### config.mk
export PLATFORM = sky130hd
export DESIGN_NAME = instr_fetch_flat
export DESIGN_NICKNAME = d
export VERILOG_FILES = /design/src/rtl/mips_pkg.sv /design/src/rtl/instr_fetch_if.sv /design/src/rtl/instr_fetch_next_pc_calc.sv /design/src/rtl/instr_fetch.sv /design/src/flat_wrapper.sv
export SDC_FILE = /design/constraint.sdc
export NUM_CORES = 1
export LEC_CHECK = 0
export CAP_MARGIN = 10
export CORE_MARGIN = 2
export CORE_UTILIZATION = 53
export DETAILED_ROUTE_END_ITERATION = 7
export PLACE_DENSITY = 0.95
export SLEW_MARGIN = 20
export SYNTH_ARGS = -nofsm -noshare
export SYNTH_HDL_FRONTEND = slang
export SYNTH_HIERARCHICAL = 1
export SYNTH_SLANG_ARGS = --single-unit
### constraint.sdc
create_clock -name clk -period 7.9 [get_ports clk]
set_input_delay 1.58 -clock clk [delete_from_list [all_inputs] [get_ports clk]]
set_output_delay 1.58 -clock clk [all_outputs]
set_load 0.005 [all_outputs]
### src/rtl/mips_pkg.sv
// Shared MIPS core definitions: opcode constants, instruction field positions
// and the fetch-stage state encoding.
package mips_pkg;

  localparam int OPCODE_MSB = 31;
  localparam int OPCODE_LSB = 26;

  localparam logic [5:0] RTYPE = 6'h00;
  localparam logic [5:0] J     = 6'h02;
  localparam logic [5:0] JAL   = 6'h03;
  localparam logic [5:0] BEQ   = 6'h04;
  localparam logic [5:0] BNE   = 6'h05;
  localparam logic [5:0] ADDI  = 6'h08;
  localparam logic [5:0] LW    = 6'h23;
  localparam logic [5:0] SW    = 6'h2B;

  typedef enum logic [1:0] {
    BOOT,
    FETCH,
    HOLD,
    ERR
  } fetch_state_e;

  function automatic logic [5:0] opcode_of(input logic [31:0] ins);
    return ins[OPCODE_MSB:OPCODE_LSB];
  endfunction

endpackage

### src/rtl/instr_fetch_if.sv
// Instruction-memory read handshake between the fetch stage and imem.
interface instr_fetch_if #(
  parameter int ADDR_W = 32
);
  logic              imem_req;
  logic [ADDR_W-1:0] imem_addr;
  logic              imem_ready;
  logic [31:0]       imem_rdata;

  modport master (output imem_req, imem_addr, input imem_ready, imem_rdata);
  modport slave  (input imem_req, imem_addr, output imem_ready, imem_rdata);
endinterface

### src/rtl/instr_fetch_next_pc_calc.sv
// Combinational next-PC select: jump target, taken branch target, or pc+4.
module next_pc_calc #(
  parameter int ADDR_W = 32
) (
  input  logic [ADDR_W-1:0] pc_plus4,
  input  logic [26:0]       instr_lo,
  input  logic              jump,
  input  logic              branch,
  input  logic              alu_zero,
  output logic [ADDR_W-1:0] next_pc
);

  logic [ADDR_W-1:0] jump_tgt;
  logic [ADDR_W-1:0] branch_tgt;
  logic              taken;

  // instr[26] separates BNE from BEQ, so it flips the sense of the zero flag
  always_comb begin
    jump_tgt   = {pc_plus4[ADDR_W-1:28], instr_lo[25:0], 2'b00};
    branch_tgt = pc_plus4 + {{(ADDR_W-18){instr_lo[15]}}, instr_lo[15:0], 2'b00};
    taken      = branch & (alu_zero ^ instr_lo[26]);
    if (jump) begin
      next_pc = jump_tgt;
    end else if (taken) begin
      next_pc = branch_tgt;
    end else begin
      next_pc = pc_plus4;
    end
  end

endmodule

### src/rtl/instr_fetch.sv
// Fetch stage: holds the PC, reads imem via req/ready, presents the instruction
// until exec_done, then advances to the decoder-selected next PC.
module instr_fetch
  import mips_pkg::*;
#(
  parameter int                ADDR_W   = 32,
  parameter logic [ADDR_W-1:0] RESET_PC = '0,
  parameter int                TIMEOUT  = 16
) (
  input  logic                 clk,
  input  logic                 rst,
  instr_fetch_if.master        imem,
  output logic [31:0]          instr,
  output logic                 instr_valid,
  output logic [ADDR_W-1:0]    pc,
  output logic [ADDR_W-1:0]    pc_plus4,
  input  logic                 exec_done,
  input  logic                 jump,
  input  logic                 branch,
  input  logic                 alu_zero,
  output logic                 fetch_err
);

  localparam int               CNT_W    = (TIMEOUT > 1) ? $clog2(TIMEOUT) : 1;
  localparam logic [CNT_W-1:0] CNT_LAST = CNT_W'(TIMEOUT - 1);

  fetch_state_e      state_q, state_d;
  logic [ADDR_W-1:0] pc_q, pc_d;
  logic [31:0]       instr_q, instr_d;
  logic              valid_q, valid_d;
  logic              req_q, req_d;
  logic              err_q, err_d;
  logic [CNT_W-1:0]  cnt_q, cnt_d;
  logic [ADDR_W-1:0] pc_plus4_w;
  logic [ADDR_W-1:0] next_pc;

  assign pc_plus4_w = pc_q + ADDR_W'(4);

  next_pc_calc #(.ADDR_W(ADDR_W)) u_next_pc (
    .pc_plus4 (pc_plus4_w),
    .instr_lo (instr_q[26:0]),
    .jump     (jump),
    .branch   (branch),
    .alu_zero (alu_zero),
    .next_pc  (next_pc)
  );

  // imem_req is registered, so it is raised on the transition into FETCH
  always_comb begin
    state_d = state_q;
    pc_d    = pc_q;
    instr_d = instr_q;
    valid_d = valid_q;
    req_d   = req_q;
    err_d   = err_q;
    cnt_d   = cnt_q;
    case (state_q)
      BOOT: begin
        req_d   = 1'b1;
        state_d = FETCH;
      end
      FETCH: begin
        if (imem.imem_ready) begin
          instr_d = imem.imem_rdata;
          valid_d = 1'b1;
          cnt_d   = '0;
          req_d   = 1'b0;
          state_d = HOLD;
        end else if (cnt_q == CNT_LAST) begin
          err_d   = 1'b1;
          req_d   = 1'b0;
          state_d = ERR;
        end else begin
          cnt_d = cnt_q + CNT_W'(1);
        end
      end
      HOLD: begin
        if (exec_done) begin
          pc_d    = next_pc;
          valid_d = 1'b0;
          req_d   = 1'b1;
          state_d = FETCH;
        end
      end
      ERR: begin
        req_d   = 1'b0;
        valid_d = 1'b0;
      end
      default: state_d = BOOT;
    endcase
  end

  always_ff @(posedge clk or posedge rst) begin
    if (rst) begin
      state_q <= BOOT;
      pc_q    <= RESET_PC;
      instr_q <= '0;
      valid_q <= 1'b0;
      req_q   <= 1'b0;
      err_q   <= 1'b0;
      cnt_q   <= '0;
    end else begin
      state_q <= state_d;
      pc_q    <= pc_d;
      instr_q <= instr_d;
      valid_q <= valid_d;
      req_q   <= req_d;
      err_q   <= err_d;
      cnt_q   <= cnt_d;
    end
  end

  assign imem.imem_req  = req_q;
  assign imem.imem_addr = pc_q;
  assign instr          = instr_q;
  assign instr_valid    = valid_q;
  assign pc             = pc_q;
  assign pc_plus4       = pc_plus4_w;
  assign fetch_err      = err_q;

endmodule
### src/flat_wrapper.sv
// flat-port wrapper written by rule: the top's interface ports become plain ports
module instr_fetch_flat import mips_pkg::*;
#(
  parameter int                ADDR_W   = 32,
  parameter logic [ADDR_W-1:0] RESET_PC = '0,
  parameter int                TIMEOUT  = 16
)
  (clk, rst, instr, instr_valid, pc, pc_plus4, exec_done, jump, branch, alu_zero, fetch_err, imem_imem_req, imem_imem_addr, imem_imem_ready, imem_imem_rdata);
  instr_fetch_if #(.ADDR_W(ADDR_W)) imem_i ();
  input  logic clk;
  input  logic rst;
  output logic [31:0] instr;
  output logic instr_valid;
  output logic [ADDR_W-1:0] pc;
  output logic [ADDR_W-1:0] pc_plus4;
  input  logic exec_done;
  input  logic jump;
  input  logic branch;
  input  logic alu_zero;
  output logic fetch_err;
  output wire logic [$bits(imem_i.imem_req)-1:0] imem_imem_req;
  output wire logic [$bits(imem_i.imem_addr)-1:0] imem_imem_addr;
  input wire logic [$bits(imem_i.imem_ready)-1:0] imem_imem_ready;
  input wire logic [$bits(imem_i.imem_rdata)-1:0] imem_imem_rdata;
  assign imem_imem_req = imem_i.imem_req;
  assign imem_imem_addr = imem_i.imem_addr;
  assign imem_i.imem_ready = imem_imem_ready;
  assign imem_i.imem_rdata = imem_imem_rdata;
  instr_fetch #(.ADDR_W(ADDR_W), .RESET_PC(RESET_PC), .TIMEOUT(TIMEOUT)) u_core (.clk(clk), .rst(rst), .imem(imem_i), .instr(instr), .instr_valid(instr_valid), .pc(pc), .pc_plus4(pc_plus4), .exec_done(exec_done), .jump(jump), .branch(branch), .alu_zero(alu_zero), .fetch_err(fetch_err));
endmodule
==> flow_summary.html, run 1 <==
<table>
<tr><th>Metric</th><th>Value</th></tr>
<tr><th colspan="2">Clocking</th></tr>
<tr><td># resized after CTS</td><td>0</td></tr>
<tr><td>Cts-stage hold buffer count</td><td>0</td></tr>
<tr><td>Deepest clock path buffer count</td><td>2</td></tr>
<tr><td>Post-CTS setup buffers</td><td>0</td></tr>
<tr><td>CTS Sinks</td><td>73</td></tr>
<tr><td>Insertion delay to the later sink of the worst-skew pair</td><td>between 0.3 and 0.4 ns</td></tr>
<tr><td>Clock transition at path regs</td><td>around 0.08 ns</td></tr>
<tr><td>H-tree level count</td><td>3</td></tr>
<tr><td>Clock tree root driver cell</td><td>clkbuf_8</td></tr>
<tr><td>CTS tree</td><td>built</td></tr>
<tr><td>Clock buffer count from CTS</td><td>9</td></tr>
<tr><th colspan="2">Finish</th></tr>
<tr><td>Synthesis-to-layout area growth</td><td>29.33%</td></tr>
<tr><td>Layout cells sized above 1</td><td>0.1302</td></tr>
<tr><td>Final net count</td><td>842</td></tr>
<tr><td>Total inserted antenna cells</td><td>0</td></tr>
<tr><td>Final std cells w/o fill</td><td>around 920</td></tr>
<tr><td>Most common cell after layout, fill and taps aside</td><td>clkdlybuf4s50_1</td></tr>
<tr><td>Leading cell types in the layout, fill and taps excluded</td><td>clkdlybuf4s50_1, dfrtp_1, nand2_1, mux2_2, a21oi_1</td></tr>
<tr><th colspan="2">Setup path</th></tr>
<tr><td>Critical path, cell by cell</td><td>ha_1 &gt; nand3_1 &gt; or3_4 &gt; nor4_2 &gt; xor2_1 &gt; clkdlybuf4s50_1</td></tr>
<tr><td>Largest fanout on the critical path</td><td>8</td></tr>
<tr><td>Startpoint type of the worst setup path</td><td>flip-flop</td></tr>
<tr><td>Max incr delay on CP</td><td>0.61 ns</td></tr>
<tr><td>Arrival time of data at the critical path endpoint</td><td>3.06 ns</td></tr>
<tr><td>Cell class contributing the biggest share of worst-path delay</td><td>simple AND/OR/NAND/NOR gates</td></tr>
<tr><td>Total number of cells along the worst setup path</td><td>6</td></tr>
<tr><td>Number of buffer and inverter instances along the worst setup path</td><td>1</td></tr>
<tr><td>Critical Path Slowest Stage Cell</td><td>clkdlybuf4s50_1</td></tr>
<tr><td>Crit path required time</td><td>6.32 ns</td></tr>
<tr><td>Kind of end point of the critical path</td><td>output pin</td></tr>
<tr><td>Reg2Reg Depth</td><td>14</td></tr>
<tr><td>Class of the most critical setup path</td><td>flip-flop to output pin</td></tr>
<tr><th colspan="2">Timing</th></tr>
<tr><td>Final sum of negative setup slack</td><td>0 ns</td></tr>
<tr><td>Post-route fraction of the period consumed by the critical path</td><td>0.5876</td></tr>
<tr><td>Post-Route Skew</td><td>0.01324 ns</td></tr>
<tr><td>Max-slew violation total from the final report</td><td>0</td></tr>
<tr><td>Tightest hold margin</td><td>0.5165 ns</td></tr>
<tr><td>Unrepaired setup endpoints after global routing</td><td>false</td></tr>
<tr><td>Slew of the pin with the lowest slew margin</td><td>0.9989 ns</td></tr>
<tr><td>Setup violators final</td><td>0</td></tr>
<tr><td>Shortest period the worst path allows</td><td>about 4.6 ns</td></tr>
<tr><td>Fmax achieved</td><td>215.4 MHz</td></tr>
<tr><td>Number of hold violations in the final report</td><td>0</td></tr>
<tr><td>Worst slew margin relative to its limit</td><td>0.3325</td></tr>
<tr><th colspan="2">Logic synthesis</th></tr>
<tr><td>Distinct cell type count after synthesis</td><td>68</td></tr>
<tr><td>Synthesized netlist net count</td><td>718</td></tr>
<tr><td>Sequential element share of the synthesized area</td><td>0.3085</td></tr>
<tr><td>EDFF count, synth</td><td>0</td></tr>
<tr><td>Prevailing post-synth register cell</td><td>dfrtp_1</td></tr>
<tr><td>Flop and latch count out of synthesis</td><td>73</td></tr>
<tr><td>Yosys warns</td><td>6</td></tr>
<tr><td>Share of flip-flops with an asynchronous set or reset after synthesis</td><td>1.000</td></tr>
<tr><td>Synthesized area divided by synthesized cell count</td><td>~9 um^2</td></tr>
<tr><td>Number of cells produced by synthesis</td><td>between 600 and 700</td></tr>
<tr><td>Netlist area before placement</td><td>5921 um^2</td></tr>
<tr><th colspan="2">Global route</th></tr>
<tr><td>Global-route wire length before repair</td><td>~29000 um</td></tr>
<tr><td>Number of antenna violations at the first check in global routing</td><td>0</td></tr>
<tr><td>Vias in the first global route</td><td>5398</td></tr>
<tr><td>Global Route Usage Sum</td><td>0.3183</td></tr>
<tr><td>Grt total ovfl</td><td>0</td></tr>
<tr><td>Maximum number of pins on one net before global-route repair</td><td>74</td></tr>
<tr><th colspan="2">Power</th></tr>
<tr><td>Psw</td><td>1474 uW</td></tr>
<tr><td>Clock power share</td><td>0.103</td></tr>
<tr><td>Switching portion of total power</td><td>0.4558</td></tr>
<tr><td>Share of power burned in combinational logic</td><td>0.651</td></tr>
<tr><td>Part of the power in registers</td><td>0.247</td></tr>
<tr><td>Leakage power of the design</td><td>0.003283 uW</td></tr>
<tr><td>IR drop worst, VDD</td><td>approximately 250 uV</td></tr>
<tr><td>Power per cell area</td><td>422.2 nW/um^2</td></tr>
<tr><td>Int Power</td><td>1759 uW</td></tr>
<tr><th colspan="2">Drt</th></tr>
<tr><td>Violation count after the first detailed-route iteration</td><td>about 760</td></tr>
<tr><td>Wire length per cell after detailed routing</td><td>20.66 um</td></tr>
<tr><td>DRT Wirelength</td><td>18930 um</td></tr>
<tr><td>Number of vias after detailed routing</td><td>5775</td></tr>
<tr><td>Number of iterations in the first detailed-routing pass</td><td>5</td></tr>
<tr><td>Antenna-violating nets left</td><td>0</td></tr>
<tr><td>DR vias/cell</td><td>around 6.3</td></tr>
<tr><td>Drt drc</td><td>0</td></tr>
<tr><th colspan="2">Min path</th></tr>
<tr><td>Path class of the lowest-slack min-delay path</td><td>flip-flop to flip-flop</td></tr>
<tr><td>Number of cells on the worst hold path</td><td>1</td></tr>
<tr><th colspan="2">Status</th></tr>
<tr><td>Status</td><td>finished, final reports clean</td></tr>
<tr><th colspan="2">Floorplan</th></tr>
<tr><td>Effective utilization at floorplan</td><td>0.5438</td></tr>
<tr><td>Die span in x</td><td>between 100 and 150 um</td></tr>
<tr><td>FP Rows</td><td>38</td></tr>
<tr><td>Height of the die</td><td>about 110 um</td></tr>
<tr><td>Floorplan die area</td><td>12030 um^2</td></tr>
<tr><td>Area of the core</td><td>~11000 um^2</td></tr>
<tr><td>Total I/O pin count</td><td>170</td></tr>
<tr><th colspan="2">Job</th></tr>
<tr><td>Max-capacitance violation count</td><td>0</td></tr>
<tr><th colspan="2">Place</th></tr>
<tr><td>Half-perimeter wire length of the detailed placement result</td><td>around 14000 um</td></tr>
<tr><td>GP Congestion</td><td>0.9799</td></tr>
<tr><td>Number of placed cells counting well taps</td><td>900</td></tr>
<tr><td>IO buf count</td><td>169</td></tr>
</table>
## Yosys cell counts (all sizes together), types with 11 or more instances
library cell | n | area (um^2)
nand2 | 70 | 262.8
and3 | 11 | 68.82
mux2 | 66 | 743.2
dfrtp | 73 | 1827
buf | 49 | 326.6
ha | 31 | 387.9
nand3 | 22 | 110.1
xor2 | 31 | 271.5
a21oi | 52 | 267.8
xnor2 | 18 | 157.7
nand4 | 14 | 93.84
nor2 | 25 | 93.84
o21ai | 35 | 186.4
## final cells by class
| class | count | area (um^2) |
|---|---|---|
| multi-input combinational | 506 | 3695 |
| clock buffer | 10 | 127.6 |
| tap | 140 | 175.2 |
| fill | 728 | 3231 |
| timing repair buffer | 172 | 1709 |
| clock inverter | 6 | 90.09 |
| sequential | 73 | 1827 |
| inverter | 9 | 33.78 |
## flip-flops by register name, indices dropped and copies added, names as in the netlist
signal	flops
u_core/instr	32
u_core/cnt_q	4
u_core/instr_valid	1
u_core/imem.imem_req	1
u_core/imem.imem_addr	32
u_core/fetch_err	1
u_core/state_q	2
## worst register-to-register path: cells and delay by family (launching register included)
kind            cells  cell delay [ns]
simple gates        4             1.07
compound gates      5             1.03
xor+xnor            2             0.66
fa+ha+maj           2             0.68
flops               1             0.49
mux                 1             0.31
## power groups by stage
stage / combinational (uW) / clock, uW / sequential, uW
after global routing: 2250 / 352 / 814
after floorplan: 1210 / 0 / 718
after detailed placement: 2040 / 0 / 791
after CTS: 2060 / 338 / 786
after global placement: 1990 / 0 / 773
final: 2100 / 332 / 797
## kinds of logic after synthesis
group,share of synthesized area
buf+inv,0.06741
mux,0.1407
compound gates,0.1615
simple gates,0.1805
xor+xnor,0.07248
flops,0.3085
fa+ha+maj,0.06889
## worst paths after layout
kind	from	endpoint	slack, ns
min	u_core/instr[27]	u_core/instr[27]	0.52
max reg2reg	u_core/imem.imem_addr[2]	u_core/imem.imem_addr[27]	3.55
max in group asynchronous	rst	u_core/imem.imem_addr[7]	5.47
min reg2reg	u_core/instr[27]	u_core/instr[27]	0.52
min in group asynchronous	rst	u_core/instr[25]	1.83
max	u_core/imem.imem_addr[2]	pc_plus4[26]	3.26
## per-layer routing
| layer | vias up | part of all wire | GRT usage |
|---|---|---|---|
| met5 | - | 0 | 0 |
| met2 | 382 | 0.48 | 0.4934 |
| met3 | 40 | 0.099 | 0.06224 |
| met4 | 0 | 0.024 | 0.09855 |
| met1 | 2777 | 0.40 | 0.4496 |
| li1 | 2576 | - | - |
## metrics by stage
| stage | total power (uW) | setup slack (ns) | utilization | instance area [um^2] |
|---|---|---|---|---|
| after CTS | 3181 | 3.293 | 0.7033 | 7657 |
| after global routing | 3417 | 3.167 | 0.7033 | 7657 |
| after detailed placement | 2826 | 3.233 | 0.6833 | 7440 |
| final | 3233 | 3.258 | 0.7033 | 7657 |
| after floorplan | 1931 | 4.284 | - | 5921 |
| after global placement | 2766 | 3.286 | 0.6833 | 7440 |
No activity file was read; power rests on OpenSTA's default activity.
==> run 2, diff against run 1 <==
--- a/config.mk
+++ b/config.mk
@@ -7,9 +7,9 @@
 export LEC_CHECK = 0
 export CAP_MARGIN = 10
 export CORE_MARGIN = 2
-export CORE_UTILIZATION = 53
+export CORE_UTILIZATION = 49
 export DETAILED_ROUTE_END_ITERATION = 7
-export PLACE_DENSITY = 0.95
+export PLACE_DENSITY = 0.93
 export SLEW_MARGIN = 20
 export SYNTH_ARGS = -nofsm -noshare
 export SYNTH_HDL_FRONTEND = slang
==> constraint.sdc (replaced) <==
create_clock -name clk -period 4.8 [get_ports clk]
set_input_delay 0.96 -clock clk [delete_from_list [all_inputs] [get_ports clk]]
set_output_delay 0.96 -clock clk [all_outputs]
set_load 0.005 [all_outputs]
==> run 2 against run 1 <==
- die area increased by 7.9%
- hold slack got worse by 0.015 ns
- total power increased by 66%
- critical path type is now flip-flop to flip-flop
==> flow_summary.html, run 2 (synthesis results as in run 1) <==
<table>
<tr><th>Metric</th><th>Value</th></tr>
<tr><th colspan="2">Drt</th></tr>
<tr><td>DR vias/cell</td><td>about 6.2</td></tr>
<tr><td>Number of iterations in the first detailed-routing pass</td><td>5</td></tr>
<tr><td>Number of vias after detailed routing</td><td>about 5800</td></tr>
<tr><td>Drt drc</td><td>0</td></tr>
<tr><td>Wire length per cell after detailed routing</td><td>19.81 um</td></tr>
<tr><td>Antenna-violating nets left</td><td>0</td></tr>
<tr><td>Violation count after the first detailed-route iteration</td><td>848</td></tr>
<tr><td>DRT Wirelength</td><td>about 18000 um</td></tr>
<tr><th colspan="2">Clocking</th></tr>
<tr><td>CTS tree</td><td>built</td></tr>
<tr><td>CTS Sinks</td><td>73</td></tr>
<tr><td>Clock buffer count from CTS</td><td>9</td></tr>
<tr><td>Deepest clock path buffer count</td><td>2</td></tr>
<tr><td>Clock tree root driver cell</td><td>clkbuf_16</td></tr>
<tr><td># resized after CTS</td><td>0</td></tr>
<tr><td>Clock transition at path regs</td><td>0.07 ns</td></tr>
<tr><td>Post-CTS setup buffers</td><td>0</td></tr>
<tr><td>Insertion delay to the later sink of the worst-skew pair</td><td>0.33 ns</td></tr>
<tr><td>H-tree level count</td><td>3</td></tr>
<tr><td>Cts-stage hold buffer count</td><td>0</td></tr>
<tr><th colspan="2">Floorplan</th></tr>
<tr><td>Area of the core</td><td>11910 um^2</td></tr>
<tr><td>Total I/O pin count</td><td>between 150 and 200</td></tr>
<tr><td>Effective utilization at floorplan</td><td>0.4971</td></tr>
<tr><td>Floorplan die area</td><td>12980 um^2</td></tr>
<tr><td>Die span in x</td><td>113.9 um</td></tr>
<tr><td>Height of the die</td><td>113.9 um</td></tr>
<tr><td>FP Rows</td><td>40</td></tr>
<tr><th colspan="2">Power</th></tr>
<tr><td>Leakage power of the design</td><td>0.003338 uW</td></tr>
<tr><td>Power per cell area</td><td>between 600 and 700 nW/um^2</td></tr>
<tr><td>Total design power</td><td>5357 uW</td></tr>
<tr><td>IR drop worst, VDD</td><td>374.2 uV</td></tr>
<tr><th colspan="2">Global route</th></tr>
<tr><td>Global Route Usage Sum</td><td>0.2783</td></tr>
<tr><td>Global-route wire length before repair</td><td>28480 um</td></tr>
<tr><td>Number of antenna violations at the first check in global routing</td><td>0</td></tr>
<tr><td>Maximum number of pins on one net before global-route repair</td><td>between 50 and 60</td></tr>
<tr><td>Grt total ovfl</td><td>0</td></tr>
<tr><td>Vias in the first global route</td><td>5346</td></tr>
<tr><th colspan="2">Timing</th></tr>
<tr><td>Shortest period the worst path allows</td><td>about 4.2 ns</td></tr>
<tr><td>Slew of the pin with the lowest slew margin</td><td>0.7153 ns</td></tr>
<tr><td>Final sum of negative setup slack</td><td>0 ns</td></tr>
<tr><td>Worst slew margin relative to its limit</td><td>0.5231</td></tr>
<tr><td>Unrepaired setup endpoints after global routing</td><td>false</td></tr>
<tr><td>Max-slew violation total from the final report</td><td>0</td></tr>
<tr><td>Number of hold violations in the final report</td><td>0</td></tr>
<tr><td>Fmax achieved</td><td>about 240 MHz</td></tr>
<tr><td>Post-route fraction of the period consumed by the critical path</td><td>0.8698</td></tr>
<tr><td>Setup violators final</td><td>0</td></tr>
<tr><td>Post-Route Skew</td><td>0.007201 ns</td></tr>
<tr><th colspan="2">Finish</th></tr>
<tr><td>Footprint of the flip-flops and latches</td><td>1827 um^2</td></tr>
<tr><td>Synthesis-to-layout area growth</td><td>31.30%</td></tr>
<tr><td>Final net count</td><td>847</td></tr>
<tr><td>Layout cells sized above 1</td><td>0.1370</td></tr>
<tr><td>Leading cell types in the layout, fill and taps excluded</td><td>clkdlybuf4s50_1, dfrtp_1, nand2_1, mux2_2, a21oi_1</td></tr>
<tr><td>Area taken by multi-input logic gates</td><td>3695 um^2</td></tr>
<tr><td>Total inserted antenna cells</td><td>0</td></tr>
<tr><td>Most common cell after layout, fill and taps aside</td><td>clkdlybuf4s50_1</td></tr>
<tr><td>Final-layout fill cell count</td><td>between 900 and 1000</td></tr>
<tr><th colspan="2">Setup path</th></tr>
<tr><td>Crit path required time</td><td>around 5.0 ns</td></tr>
<tr><td>Critical Path Slowest Stage Cell</td><td>dfrtp_1</td></tr>
<tr><td>Startpoint type of the worst setup path</td><td>flip-flop</td></tr>
<tr><td>Largest fanout on the critical path</td><td>8</td></tr>
<tr><td>Max incr delay on CP</td><td>0.47 ns</td></tr>
<tr><td>Class of the most critical setup path</td><td>flip-flop to flip-flop</td></tr>
<tr><td>Arrival time of data at the critical path endpoint</td><td>4.40 ns</td></tr>
<tr><td>Critical path, cell by cell</td><td>ha_1 &gt; nand3_1 &gt; or3_4 &gt; nor3_1 &gt; xor2_1 &gt; ha_1 &gt; and2_1 &gt; and3_1 &gt; a221o_1 &gt; a21o_1 &gt; a31oi_1 &gt; xor2_1 &gt; o221ai_1 &gt; mux2_2</td></tr>
<tr><td>Kind of end point of the critical path</td><td>flip-flop</td></tr>
<tr><th colspan="2">Job</th></tr>
<tr><td>Max-capacitance violation count</td><td>0</td></tr>
<tr><th colspan="2">Place</th></tr>
<tr><td>IO buf count</td><td>around 170</td></tr>
<tr><td>Half-perimeter wire length of the detailed placement result</td><td>13950 um</td></tr>
<tr><td>GP Congestion</td><td>0.9842</td></tr>
<tr><th colspan="2">Min path</th></tr>
<tr><td>Path class of the lowest-slack min-delay path</td><td>flip-flop to flip-flop</td></tr>
<tr><th colspan="2">Status</th></tr>
<tr><td>Status</td><td>finished, final reports clean</td></tr>
</table>
run 2: final cells by class:
class / count / share of cell area
inverters: 9 / 0.004346
clock inverters: 6 / 0.006277
multi-input cells: 506 / 0.4753
clock buffers: 10 / 0.03074
well taps: 147 / 0.02366
repair buffers: 177 / 0.2247
flip-flops and latches: 73 / 0.2350
run 2: path summary, 6_finish.rpt:
| kind | endpoint | slack, ns | startpoint | cells past startpoint |
|---|---|---|---|---|
| min in group asynchronous | u_core/instr[27] | 0.97 | rst | 2 |
| min reg2reg | u_core/fetch_err | 0.50 | u_core/fetch_err | 2 |
| min | u_core/fetch_err | 0.50 | u_core/fetch_err | 2 |
| max reg2reg | u_core/imem.imem_addr[26] | 0.62 | u_core/imem.imem_addr[2] | 14 |
| max | u_core/imem.imem_addr[26] | 0.62 | u_core/imem.imem_addr[2] | 14 |
| max in group asynchronous | u_core/imem.imem_addr[1] | 2.78 | rst | 3 |
run 2: worst max-delay path, delay by kind of cell (launching register included):
| kind | cells | cell delay (ns) |
|---|---|---|
| AO/OA/AOI/OAI | 4 | 0.86 |
| XOR/XNOR | 2 | 0.55 |
| adder cells (fa/ha/maj) | 2 | 0.65 |
| flip-flops | 1 | 0.47 |
| multiplexers | 1 | 0.28 |
| AND/OR/NAND/NOR | 5 | 1.22 |
run 2: stage by stage:
step | area [um^2] | util | setup WS, ns | std cells | hold WS [ns]
after CTS | 7774 | 0.6526 | 0.6966 | 928 | 0.5084
after floorplan | 5921 | - | 1.184 | 647 | 0.4596
final | 7774 | 0.6526 | 0.6249 | 928 | 0.5011
after global placement | 7486 | 0.6285 | 0.8846 | 912 | 0.4467
after detailed placement | 7486 | 0.6285 | 0.8065 | 912 | 0.4927
after global routing | 7774 | 0.6526 | 0.4197 | 928 | 0.5271
run 2: metal layers:
metal	track usage	routed length [um]	vias up
met1	0.3761	7654	2764
met2	0.4369	8562	326
met4	0.1236	663	0
met3	0.05101	1508	66
li1	-	-	2594
met5	0	0	-
run 2: report_power, final:
group          switching (uW)  internal [uW]  total [uW]  leakage, uW
combinational            1660           1740        3400      0.00228
clock                     286            371         656     0.000137
sequential                429            868        1300     0.000920
total                    2370           2980        5360      0.00334
